==> src/rtl/nmea_rmc_parser.sv <==
`default_nettype none
// ============================================================================
// Module      : nmea_rmc_parser
// Description : Byte-serial NMEA-0183 $GPRMC parser. Locates RMC sentences
//               in the GPS byte stream and verifies their XOR checksum. On a
//               good sentence it publishes UTC hh:mm:ss and the fix status.
// Ports       : clk, rst            - clock, synchronous active-high reset
//               gps_valid_in        - gps_data_in carries a byte this cycle
//               gps_data_in[7:0]    - ASCII byte from the GPS UART
//               utc_hour/min/sec    - last committed UTC time
//               fix_valid           - last committed status (1='A', 0='V')
//               time_strobe         - 1-cycle pulse when the outputs update
//               sentence_err        - 1-cycle pulse on a rejected sentence
// Revision    : 1.0 - initial release
// ============================================================================
module nmea_rmc_parser #(
    parameter int MAX_LEN     = 82,
    parameter bit CHECK_CKSUM = 1'b1
) (
    input  logic       clk,
    input  logic       rst,
    input  logic       gps_valid_in,
    input  logic [7:0] gps_data_in,
    output logic [4:0] utc_hour,
    output logic [5:0] utc_min,
    output logic [5:0] utc_sec,
    output logic       fix_valid,
    output logic       time_strobe,
    output logic       sentence_err
);
    localparam int c_len_w = $clog2(MAX_LEN + 2);
    localparam logic [c_len_w-1:0] c_max_len = c_len_w'(MAX_LEN);

    localparam logic [3:0] c_st_idle   = 4'd0;
    localparam logic [3:0] c_st_hdr    = 4'd1;
    localparam logic [3:0] c_st_time   = 4'd2;
    localparam logic [3:0] c_st_tfrac  = 4'd3;
    localparam logic [3:0] c_st_stat   = 4'd4;
    localparam logic [3:0] c_st_scomma = 4'd5;
    localparam logic [3:0] c_st_skip   = 4'd6;
    localparam logic [3:0] c_st_ck1    = 4'd7;
    localparam logic [3:0] c_st_ck2    = 4'd8;

    logic [3:0]         r_state, w_state_next;
    logic [2:0]         r_idx;
    logic [c_len_w-1:0] r_len;
    logic [7:0]         r_cksum;
    logic [23:0]        r_time_sh;   // hh mm ss as six BCD digits, oldest in MSBs
    logic               r_stat_sh;
    logic [3:0]         r_ck_hi;
    logic [4:0]         r_hour;
    logic [5:0]         r_min, r_sec;
    logic               r_fix, r_strobe, r_err;

    logic               w_dollar, w_is_digit, w_is_hex, w_overlen, w_ck_ok, w_range_bad;
    logic [3:0]         w_hex_val;
    logic [7:0]         w_hdr_char;
    logic [c_len_w-1:0] w_len_inc;
    logic [6:0]         w_hh, w_mm, w_ss;
    logic               w_restart, w_err, w_commit, w_xor_en;

    // Two BCD digits to binary: tens*10 built as tens*8 + tens*2.
    function automatic logic [6:0] dec2(input logic [3:0] tens, input logic [3:0] ones);
        return {tens, 3'b000} + {2'b00, tens, 1'b0} + {3'b000, ones};
    endfunction

    assign w_dollar   = (gps_data_in == 8'h24);
    assign w_is_digit = (gps_data_in >= 8'h30) && (gps_data_in <= 8'h39);
    assign w_is_hex   = w_is_digit
                      || ((gps_data_in >= 8'h41) && (gps_data_in <= 8'h46))
                      || ((gps_data_in >= 8'h61) && (gps_data_in <= 8'h66));
    // 'A'..'F' and 'a'..'f' both have low nibble 1..6, so +9 gives 10..15.
    assign w_hex_val  = w_is_digit ? gps_data_in[3:0] : gps_data_in[3:0] + 4'd9;
    assign w_len_inc  = r_len + c_len_w'(1);
    assign w_overlen  = (w_len_inc > c_max_len);
    assign w_hh       = dec2(r_time_sh[23:20], r_time_sh[19:16]);
    assign w_mm       = dec2(r_time_sh[15:12], r_time_sh[11:8]);
    assign w_ss       = dec2(r_time_sh[7:4],   r_time_sh[3:0]);
    assign w_range_bad = (w_hh > 7'd23) || (w_mm > 7'd59) || (w_ss > 7'd59);
    assign w_ck_ok    = !CHECK_CKSUM || ({r_ck_hi, w_hex_val} == r_cksum);

    always_comb begin
        case (r_idx)
            3'd0:    w_hdr_char = "G";
            3'd1:    w_hdr_char = "P";
            3'd2:    w_hdr_char = "R";
            3'd3:    w_hdr_char = "M";
            3'd4:    w_hdr_char = "C";
            default: w_hdr_char = ",";
        endcase
    end

    // State register
    always_ff @(posedge clk) begin
        if (rst) r_state <= c_st_idle;
        else     r_state <= w_state_next;
    end

    // Next-state logic
    always_comb begin
        w_state_next = r_state;
        if (gps_valid_in) begin
            if (w_dollar) begin
                w_state_next = c_st_hdr;
            end else if (w_err || w_commit) begin
                w_state_next = c_st_idle;
            end else begin
                case (r_state)
                    c_st_hdr: begin
                        if (gps_data_in != w_hdr_char) w_state_next = c_st_idle;
                        else if (r_idx == 3'd5)        w_state_next = c_st_time;
                    end
                    c_st_time: begin
                        if (r_idx == 3'd6)
                            w_state_next = (gps_data_in == ",") ? c_st_stat : c_st_tfrac;
                    end
                    c_st_tfrac:  if (gps_data_in == ",") w_state_next = c_st_stat;
                    c_st_stat:   w_state_next = c_st_scomma;
                    c_st_scomma: w_state_next = c_st_skip;
                    c_st_skip:   if (gps_data_in == "*") w_state_next = c_st_ck1;
                    c_st_ck1:    w_state_next = c_st_ck2;
                    default:     w_state_next = r_state;
                endcase
            end
        end
    end

    // Per-byte actions and sentence verdicts
    always_comb begin
        w_restart = 1'b0;
        w_err     = 1'b0;
        w_commit  = 1'b0;
        w_xor_en  = 1'b0;
        if (gps_valid_in) begin
            if (w_dollar) begin
                w_restart = 1'b1;
            end else if (r_state != c_st_idle) begin
                w_xor_en = (r_state == c_st_hdr) || (r_state == c_st_time)
                        || (r_state == c_st_tfrac) || (r_state == c_st_stat)
                        || (r_state == c_st_scomma)
                        || ((r_state == c_st_skip) && (gps_data_in != "*"));
                if (w_overlen) begin
                    w_err = 1'b1;
                end else begin
                    case (r_state)
                        c_st_time: begin
                            if (r_idx < 3'd6) w_err = !w_is_digit;
                            else              w_err = (gps_data_in != ",") && (gps_data_in != ".");
                        end
                        c_st_stat:   w_err = (gps_data_in != "A") && (gps_data_in != "V");
                        c_st_scomma: w_err = (gps_data_in != ",");
                        c_st_ck1:    w_err = !w_is_hex;
                        c_st_ck2: begin
                            if (!w_is_hex || !w_ck_ok || w_range_bad) w_err    = 1'b1;
                            else                                      w_commit = 1'b1;
                        end
                        default: w_err = 1'b0;
                    endcase
                end
            end
        end
    end

    // Datapath: length, checksum, shadow fields and published outputs
    always_ff @(posedge clk) begin
        if (rst) begin
            r_idx     <= 3'd0;
            r_len     <= '0;
            r_cksum   <= 8'd0;
            r_time_sh <= 24'd0;
            r_stat_sh <= 1'b0;
            r_ck_hi   <= 4'd0;
            r_hour    <= 5'd0;
            r_min     <= 6'd0;
            r_sec     <= 6'd0;
            r_fix     <= 1'b0;
            r_strobe  <= 1'b0;
            r_err     <= 1'b0;
        end else begin
            r_strobe <= w_commit;
            r_err    <= w_err;
            if (w_restart) begin
                r_len   <= c_len_w'(1);
                r_cksum <= 8'd0;
                r_idx   <= 3'd0;
            end else if (gps_valid_in && (r_state != c_st_idle)) begin
                r_len <= w_len_inc;
                if (w_xor_en) r_cksum <= r_cksum ^ gps_data_in;
                case (r_state)
                    c_st_hdr: r_idx <= (r_idx == 3'd5) ? 3'd0 : r_idx + 3'd1;
                    c_st_time: begin
                        if (r_idx < 3'd6) begin
                            r_time_sh <= {r_time_sh[19:0], gps_data_in[3:0]};
                            r_idx     <= r_idx + 3'd1;
                        end
                    end
                    c_st_stat: r_stat_sh <= (gps_data_in == "A");
                    c_st_ck1:  r_ck_hi   <= w_hex_val;
                    default:   r_idx     <= r_idx;
                endcase
            end
            if (w_commit) begin
                r_hour <= w_hh[4:0];
                r_min  <= w_mm[5:0];
                r_sec  <= w_ss[5:0];
                r_fix  <= r_stat_sh;
            end
        end
    end

    assign utc_hour     = r_hour;
    assign utc_min      = r_min;
    assign utc_sec      = r_sec;
    assign fix_valid    = r_fix;
    assign time_strobe  = r_strobe;
    assign sentence_err = r_err;

endmodule
`default_nettype wire

==> config.mk <==
export PLATFORM = sky130hd
export DESIGN_NAME = nmea_rmc_parser
export DESIGN_NICKNAME = d
export VERILOG_FILES = /design/src/rtl/nmea_rmc_parser.sv
export SDC_FILE = /design/constraint.sdc
export NUM_CORES = 1
export LEC_CHECK = 0
export ABC_AREA = 1
export BUFFER_PORTS_ARGS = -buffer_cell sky130_fd_sc_hd__buf_2
export CAP_MARGIN = 30
export CORE_ASPECT_RATIO = 1.25
export CORE_MARGIN = 10
export CORE_UTILIZATION = 56
export DETAILED_ROUTE_END_ITERATION = 7
export GPL_ROUTABILITY_DRIVEN = 0
export PLACE_DENSITY = 0.73
export SYNTH_ARGS = -nofsm -noshare
export SYNTH_HDL_FRONTEND = slang
export SYNTH_SLANG_ARGS = --single-unit
==> constraint.sdc <==
create_clock -name clk -period 7.87 [get_ports clk]
set_input_delay 1.574 -clock clk [delete_from_list [all_inputs] [get_ports clk]]
set_output_delay 1.574 -clock clk [all_outputs]
set_load 0.01 [all_outputs]
==> key figures, run 1 <==
Layout
  – Design area: 4950 um^2
  – Most common cell after layout, fill and taps aside: nand2_1
  – Layout cells sized above 1: 15.8%
  – # fillers: 716
  – Most frequent cells in the layout: 88 x nand2_1, 71 x inv_1, 71 x dfxtp_1, 64 x nor2_1, 57 x a21oi_1
  – Register Area: 1420 um^2
  – Core Util, Final: 62.4%
  – Layout area overhead: 7.19%
  – Area of the multi-input gates: 2770 um^2
  – Final Non-Filler Cells: 746
  – Ant. Diodes: 0
  – Nets: 699

Clocking
  – Post-CTS Setup Inserts: 0
  – Number of H-tree levels: 3
  – Clk slew on worst S/H paths: 0.07 ns
  – Clock Tree Buf Depth: 2
  – Skew-Pair Late Insertion Delay: 0.35 ns
  – Number of buffers created by CTS: 9
  – CTS tree: yes
  – CTS Hold Bufs: 0
  – CTS resizes: 0
  – Clock net sink count: 71
  – Root buf cell: clkbuf_8

Die
  – Core ar.: 7930 um^2
  – I/O pin cnt: 31
  – Die height: 121 um
  – Die area: 12300 um^2
  – Die X: 101 um
  – Row count: 36
  – Starting Density: 58.2%

Yosys
  – Cells after synthesis: 626
  – Largest family of logic cells by synthesized area: simple AND/OR/NAND/NOR gates
  – Synthesized area: 4610 um^2
  – XOR/XNOR share of the synthesized area: 2.28%
  – Sequential share of the synthesized area: 30.8%
  – Mux contribution to synthesized area: 0%
  – Main flop type after synthesis: dfxtp_1
  – Syn_area_per_cell: 7.37 um^2
  – Synth warn: 0
  – Syn_nets: 676
  – FF+latch count, synth: 71
  – Number of synthesized flops with an enable pin: 0
  – Synth Area in Simple Gates: 30.4%
  – Post-synthesis compound-gate area fraction: 15.9%
  – Post-Synth Adder-Cell Area: 11.6%
  – Post-synth ARST share: 0%
  – Post-synth cell types: 49

STA
  – F_max: 282 MHz
  – Setup Total Neg Slack: 0 ns
  – Slew at the pin closest to its max-slew limit: 1.01 ns
  – Hold Violations, Final: 0
  – Final Max Tran Viols: 0
  – Tcrit/Tclk final: 45.0%
  – Final setup violating endpoints: 0
  – Worst relative slew slack: 32.2%
  – RSZ-0062 raised after global routing: no
  – Min cycle time layout: 3.54 ns
  – Skew final: 0.00930 ns

Power and ir drop
  – Leakage: 2.24 nW
  – Pwr Density: 211 nW/um^2
  – Worst IR Drop VDD: 0.179 mV
  – Power Total: 0.00105 W

Global route
  – Total track usage: 17.6%
  – Vias in the first global route: 3780
  – Initial antenna violation count: 0
  – Total congestion overflow: 0
  – Pin count of the biggest net entering global routing: 37
  – First-pass GRT wire length: 17700 um

Setup path
  – Critical path's slowest cell: nand2_1
  – CP Capture Type: flop
  – WP data required: 8.07 ns
  – Setup CP Type: in2reg
  – Reg2Reg Setup Slack: 4.91 ns
  – Max FO, Critical Path: 36
  – RR Startpoint: r_time_sh[12]
  – Data arrival, critical path: 3.74 ns
  – Crit-path max cell delay: 0.63 ns
  – Cell depth of the worst flop-to-flop path: 18
  – R2R Path End: r_state[0]
  – Cell breakdown of the critical path: buf_2 -> inv_1 -> ha_1 -> nand3b_4 -> nand2_2 -> inv_4 -> nand2_1 -> o21ai_0 -> a21oi_1
  – Critical Path Source Type: input port

Worst hold path
  – Worst hold path class: reg2reg
  – Hold-critical path depth: 2
  – HP Start: utc_hour[4]
  – Hold-critical path endpoint: utc_hour[4]

Placed design
  – Port bufs: 30
  – Detail Placement HPWL: 8270 um
  – Inst Count DP: 733
  – Dpl cell area: 4780 um^2

Status
  – Outcome: complete, no violations

Detailed routing
  – TritonRoute pass-1 iters: 5
  – WL/cell: 14.1 um
  – DR DRC count: 0
  – Via count: 4032
  – Via/cell ratio: 5.40
  – Final wirelength: 10500 um
  – Antenna viol nets, final: 0
  – Iteration-0 DRC Markers: 183

Flow run
  – Max-cap violations: 0
power by group:
group / switching (W) / internal, W
Combinational: 0.000240 / 0.000125
Sequential: 0.0000260 / 0.000386
Clock: 0.000128 / 0.000141
Total: 0.000394 / 0.000652
area by class of cell:
class | instances | share of cell area (%)
clock buffer | 11 | 2.66
clock inverter | 2 | 0.708
inverter | 80 | 6.37
multi-input combinational | 457 | 56.1
sequential | 71 | 28.7
tap | 95 | 2.40
timing repair buffer | 30 | 3.04
stage by stage:
stage          hold WS (ns)  worst slack, ns
3_3_place_gp          0.459             4.08
6_report              0.481             4.33
2_1_floorplan         0.453             4.60
5_1_grt               0.513             4.11
4_1_cts               0.486             4.36
3_5_place_dp          0.472             3.97
worst max-delay path, delay by kind of cell:
| kind | cells | cell delay, ns |
|---|---|---|
| compound gates | 2 | 0.47 |
| fa+ha+maj | 1 | 0.28 |
| simple gates | 3 | 0.87 |
| buf+inv | 3 | 0.53 |
routing by layer:
metal / vias up / share of wire (%) / GRT usage [%]
li1: 2131 / - / -
met1: 1815 / 43 / 21.0
met2: 74 / 50 / 30.1
met3: 12 / 4.9 / 3.70
met4: 0 / 1.4 / 6.20
met5: - / 0 / 0
registers in the layout, indices dropped and copies added, names as in the netlist:
| signal | cells |
|---|---|
| sentence_err | 1 |
| r_state | 4 |
| time_strobe | 1 |
| r_stat_sh | 1 |
| r_cksum | 8 |
| r_ck_hi | 4 |
| r_idx | 3 |
| utc_min | 6 |
| fix_valid | 1 |
| r_time_sh | 24 |
| r_len | 7 |
| utc_hour | 5 |
| utc_sec | 6 |
cells by family (layout without fill, tap and decap cells):
logic type	after synthesis	in the layout
XOR/XNOR	12	12
AO/OA/AOI/OAI	125	125
flip-flops	71	71
adder cells (fa/ha/maj)	39	39
buffers and inverters	98	123
AND/OR/NAND/NOR	281	281
how the worst max path moves through the flow:
stage                    from            to  slack (ns)
3_3_place_gp   gps_data_in[0]  r_time_sh[0]        4.08
5_1_grt        gps_data_in[0]  r_time_sh[7]        4.11
3_5_place_dp   gps_data_in[0]  r_time_sh[6]        3.97
6_report       gps_data_in[0]  r_time_sh[8]        4.33
2_1_floorplan  gps_data_in[1]    r_state[0]        4.60
4_1_cts        gps_data_in[0]  r_time_sh[6]        4.36
Yosys cell counts, types with 3 or more instances:
cell | instances | area (um^2)
dfxtp_1 | 71 | 1420
nand2_2 | 20 | 125
buf_2 | 7 | 35.0
a211oi_2 | 7 | 87.6
ha_1 | 33 | 413
nor3_1 | 12 | 60.1
nor2_1 | 64 | 240
nor2_2 | 9 | 56.3
a21oi_1 | 57 | 285
nand3b_1 | 4 | 30.0
o21ai_0 | 43 | 215
clkbuf_1 | 8 | 30.0
fa_1 | 6 | 120
nor3b_1 | 6 | 45.0
nand3_1 | 47 | 235
xor2_1 | 7 | 61.3
a31oi_1 | 3 | 18.8
nand2_1 | 88 | 330
o21ai_1 | 4 | 20.0
inv_1 | 71 | 267
xnor2_1 | 5 | 43.8
nand4_1 | 14 | 87.6
or2_2 | 3 | 18.8
inv_2 | 7 | 26.3
No activity file was read; power rests on OpenSTA's default activity.
==> run 2: changes to the inputs <==
Settings changed: ABC_AREA 1 to 0, CORE_UTILIZATION 56 to 55, PLACE_DENSITY 0.73 to 0.74.
Clock period 7.87 ns to 3.13 ns, I/O delays scaled along.
==> run 2 against run 1 <==
- the run now ends with setup timing left
- sequential share of layout area down 3.2 points
- synthesized cell count down 9.3%
- wire length up 22%
- setup slack worse by 4.4 ns
- critical path type is now reg2reg
- largest cell class unchanged
- largest power group unchanged
- highest routed layer unchanged
==> key figures, run 2 <==
Setup path
  – Reg2Reg Setup Slack: -0.07 ns (-4.98 ns)
  – R2R Path End: sentence_err
  – Crit-path max cell delay: 0.59 ns (-0.04 ns)
  – Data arrival, critical path: 3.44 ns (-0.30 ns)
  – Max FO, Critical Path: 8 (-78%)
  – RR Startpoint: r_time_sh[14]
  – Critical path's slowest cell: fa_1
  – WP data required: 3.37 ns (-4.70 ns)
  – Critical Path Source Type: flop
  – Cell breakdown of the critical path: inv_2 -> fa_1 -> inv_1 -> ha_1 -> a21o_1 -> a21oi_2 -> xnor2_2 -> a32o_2 -> or4_4 -> buf_12 -> buf_4 -> nor4_4 -> nor4_2
  – CP Capture Type: flop
  – Setup CP Type: reg2reg
  – Cell depth of the worst flop-to-flop path: 13 (-5)

Placed design
  – Dpl cell area: 5150 um^2 (+7.8%)
  – Detail Placement HPWL: 9250 um (+12%)
  – Inst Count DP: 696 (-5.0%)
  – DP Worst Slack: -0.145 ns (-4.12 ns)
  – Port bufs: 30 (unchanged)

Global route
  – Vias in the first global route: 4330 (+15%)
  – Initial antenna violation count: 0 (unchanged)
  – Total track usage: 20.5% (+2.9 points)
  – GRT busiest layer: met2
  – Met3 usage: 3.66% (-0.047 points)
  – Pin count of the biggest net entering global routing: 42 (+14%)
  – Total congestion overflow: 0 (unchanged)
  – Met2 Usage GRT: 35.6% (+5.5 points)
  – First-pass GRT wire length: 20800 um (+18%)
  – Met1 usage: 23.3% (+2.2 points)

Detailed routing
  – Via count: 4450 (+10%)
  – Antenna viol nets, final: 0 (unchanged)
  – DR DRC count: 0 (unchanged)
  – Iteration-0 DRC Markers: 220 (+20%)
  – Via/cell ratio: 6.22 (+15%)
  – TritonRoute pass-1 iters: 5 (unchanged)
  – Final wirelength: 12800 um (+22%)
  – WL/cell: 17.9 um (+27%)

Clocking
  – Clock net sink count: 71 (unchanged)
  – Root buf cell: clkbuf_8
  – Clk slew on worst S/H paths: 0.08 ns (about the same)
  – Clock Tree Buf Depth: 2 (unchanged)
  – CTS Hold Bufs: 0 (unchanged)
  – CTS tree: yes
  – Number of H-tree levels: 3 (unchanged)
  – Skew-Pair Late Insertion Delay: 0.37 ns (+0.02 ns)
  – Number of buffers created by CTS: 9 (unchanged)

Yosys
  – Synth warn: 0 (unchanged)
  – Main flop type after synthesis: dfxtp_1
  – Largest area contributor in the netlist: dfxtp_1
  – Cells after synthesis: 568 (-9.3%)
  – Syn_nets: 618 (-8.6%)
  – FF+latch count, synth: 71 (unchanged)
  – Post-synth cell types: 78 (+59%)
  – Synthesized area: 4760 um^2 (+3.1%)
  – Synth top area share: 29.9% (-0.94 points)
  – Most instantiated cells after synthesis: 77 x nand2_1, 71 x dfxtp_1, 53 x a21oi_1
  – Sequential share of the synthesized area: 29.9% (-0.94 points)
  – Number of synthesized flops with an enable pin: 0 (unchanged)
  – Post-synth ARST share: 0% (unchanged)
  – Syn_area_per_cell: 8.38 um^2 (+14%)
  – Most common cell in the netlist: nand2_1
  – Top cells by area, synth: dfxtp_1 30%, ha_1 8.7%, nand2_1 6.1%

Layout
  – Nets: 664 (-5.0%)
  – Layout area overhead: 17.0%
  – Max reg flops: 24 (unchanged)
  – # fillers: 726 (+1.4%)
  – Final Non-Filler Cells: 716 (-4.0%)
  – Most common cell after layout, fill and taps aside: nand2_1
  – Largest regs: r_time_sh x24, r_cksum x8, r_len x7
  – Design area: 5570 um^2 (+13%)
  – Most frequent cells in the layout: 77 x nand2_1, 69 x dfxtp_1, 51 x a21oi_1, 39 x nor2_1, 34 x buf_4
  – Ant. Diodes: 0 (unchanged)
  – Layout cells sized above 1: 21.5% (+5.7 points)
  – Largest reg by FF count: r_time_sh

Die
  – I/O pin cnt: 31 (unchanged)
  – Starting Density: 57.1% (-1.1 points)
  – Die height: 124 um (+2.1%)
  – Row count: 37 (+2.8%)
  – Core ar.: 8330 um^2 (+5.1%)
  – Die X: 103 um (+2.0%)
  – Die area: 12800 um^2 (+4.1%)

STA
  – Hold Violations, Final: 0 (unchanged)
  – Min cycle time layout: 3.20 ns
  – Tcrit/Tclk final: 102%
  – Final worst slack: -0.0698 ns (-4.40 ns)
  – Worst relative slew slack: 54.8% (+23 points)
  – RSZ-0062 raised after global routing: yes
  – Skew final: 0.0104 ns (+0.00113 ns)
  – F_max: 313 MHz
  – Hold slack final: 0.457 ns (-0.0232 ns)
  – Final Max Tran Viols: 0 (unchanged)
  – Final setup violating endpoints: 13 (+13)
  – Slew at the pin closest to its max-slew limit: 0.678 ns (-0.336 ns)

Power and ir drop
  – Pwr Density: 340 nW/um^2 (+61%)
  – Power Total: 0.00189 W (+81%)
  – Leakage: 2.20 nW (-2.1%)
  – Worst IR Drop VDD: 0.239 mV (+34%)

Worst hold path
  – HP Start: fix_valid
  – Worst hold path class: reg2reg
  – Hold-critical path endpoint: fix_valid
  – Hold-critical path depth: 2 (unchanged)

Status
  – Failing checks: setup timing
  – Outcome: complete, but fails checks

Flow run
  – Max-cap violations: 0 (unchanged)
-- run 2: cell types whose count changed after synthesis, sizes merged, moves of 6 or more --
cell,previous run,this run
clkbuf,8,17
nand2,110,77
o21ai,48,13
buf,10,17
nor2,74,41
and3,0,7
xor2,7,17
nor4,2,9
inv,79,33
o41ai,1,16
xnor2,5,11
nand3,50,6
or3,0,8
-- run 2: power by group --
part | internal, W | switching (W) | total (W)
Clock | 0.000495 | 0.000363 | 0.000859
Sequential | 0.000903 | 0.000000581 | 0.000903
Combinational | 0.0000478 | 0.0000849 | 0.000133
Total | 0.00145 | 0.000449 | 0.00189
-- run 2: cell families (layout without fill, tap and decap cells) --
| family | after synthesis | after routing | synth area share (%) |
|---|---|---|---|
| compound gates | 141 | 141 | 22.4 |
| xor+xnor | 28 | 28 | 5.15 |
| fa+ha+maj | 39 | 39 | 11.2 |
| buf+inv | 67 | 118 | 6.34 |
| flops | 71 | 71 | 29.9 |
| mux | 6 | 6 | 1.31 |
| simple gates | 216 | 216 | 23.7 |
-- run 2: cell type report --
cell class	instances	area (um^2)	share of cell area, %
Inverter	33	124	2.23
Tap cell	97	121	2.18
Sequential cell	71	1420	25.6
Multi-Input combinational cell	430	3160	56.8
Clock inverter	4	76.3	1.37
Clock buffer	12	155	2.79
Timing Repair Buffer	69	505	9.08
-- run 2: worst max-delay path by stage --
stage                        from            to  slack, ns  depth (start not counted)
floorplan           r_time_sh[12]   utc_hour[0]       0.06                         12
global placement    r_time_sh[14]    utc_min[3]      -0.03                         12
detailed placement   r_time_sh[3]    utc_sec[2]      -0.15                         12
CTS                  r_time_sh[6]    utc_sec[1]      0.002                         12
global route        r_time_sh[14]    utc_sec[3]      -0.20                         12
finish              r_time_sh[14]  sentence_err      -0.07                         13
-- run 2: critical path, delay by kind of cell, from the launching register on --
family	cells	cell delay, ns
buffers and inverters	4	0.42
flip-flops	1	0.34
XOR/XNOR	1	0.09
AO/OA/AOI/OAI	3	0.66
adder cells (fa/ha/maj)	2	0.87
AND/OR/NAND/NOR	3	0.70
-- run 2: what timing repair did --
item,4_1_cts,5_1_grt
pin swaps,3,6
gates resized for setup,15,9
buffers inserted,0,2
gates cloned,0,1
setup endpoints to repair,19,19
-- run 2: per-stage QoR --
stage          TNS, ns  util (%)
6_report        -0.383      66.8
5_1_grt          -2.86      66.8
4_1_cts              0      65.8
3_5_place_dp     -1.44      61.8
3_3_place_gp    -0.112      61.7
2_1_floorplan        0         -
-- run 2: per-layer routing --
metal	up-vias	part of all wire, %	wire, um
met3	33	4.5	579
li1	2146	-	-
met4	0	3.1	402
met5	-	0	0
met1	2138	41	5210
met2	133	52	6590
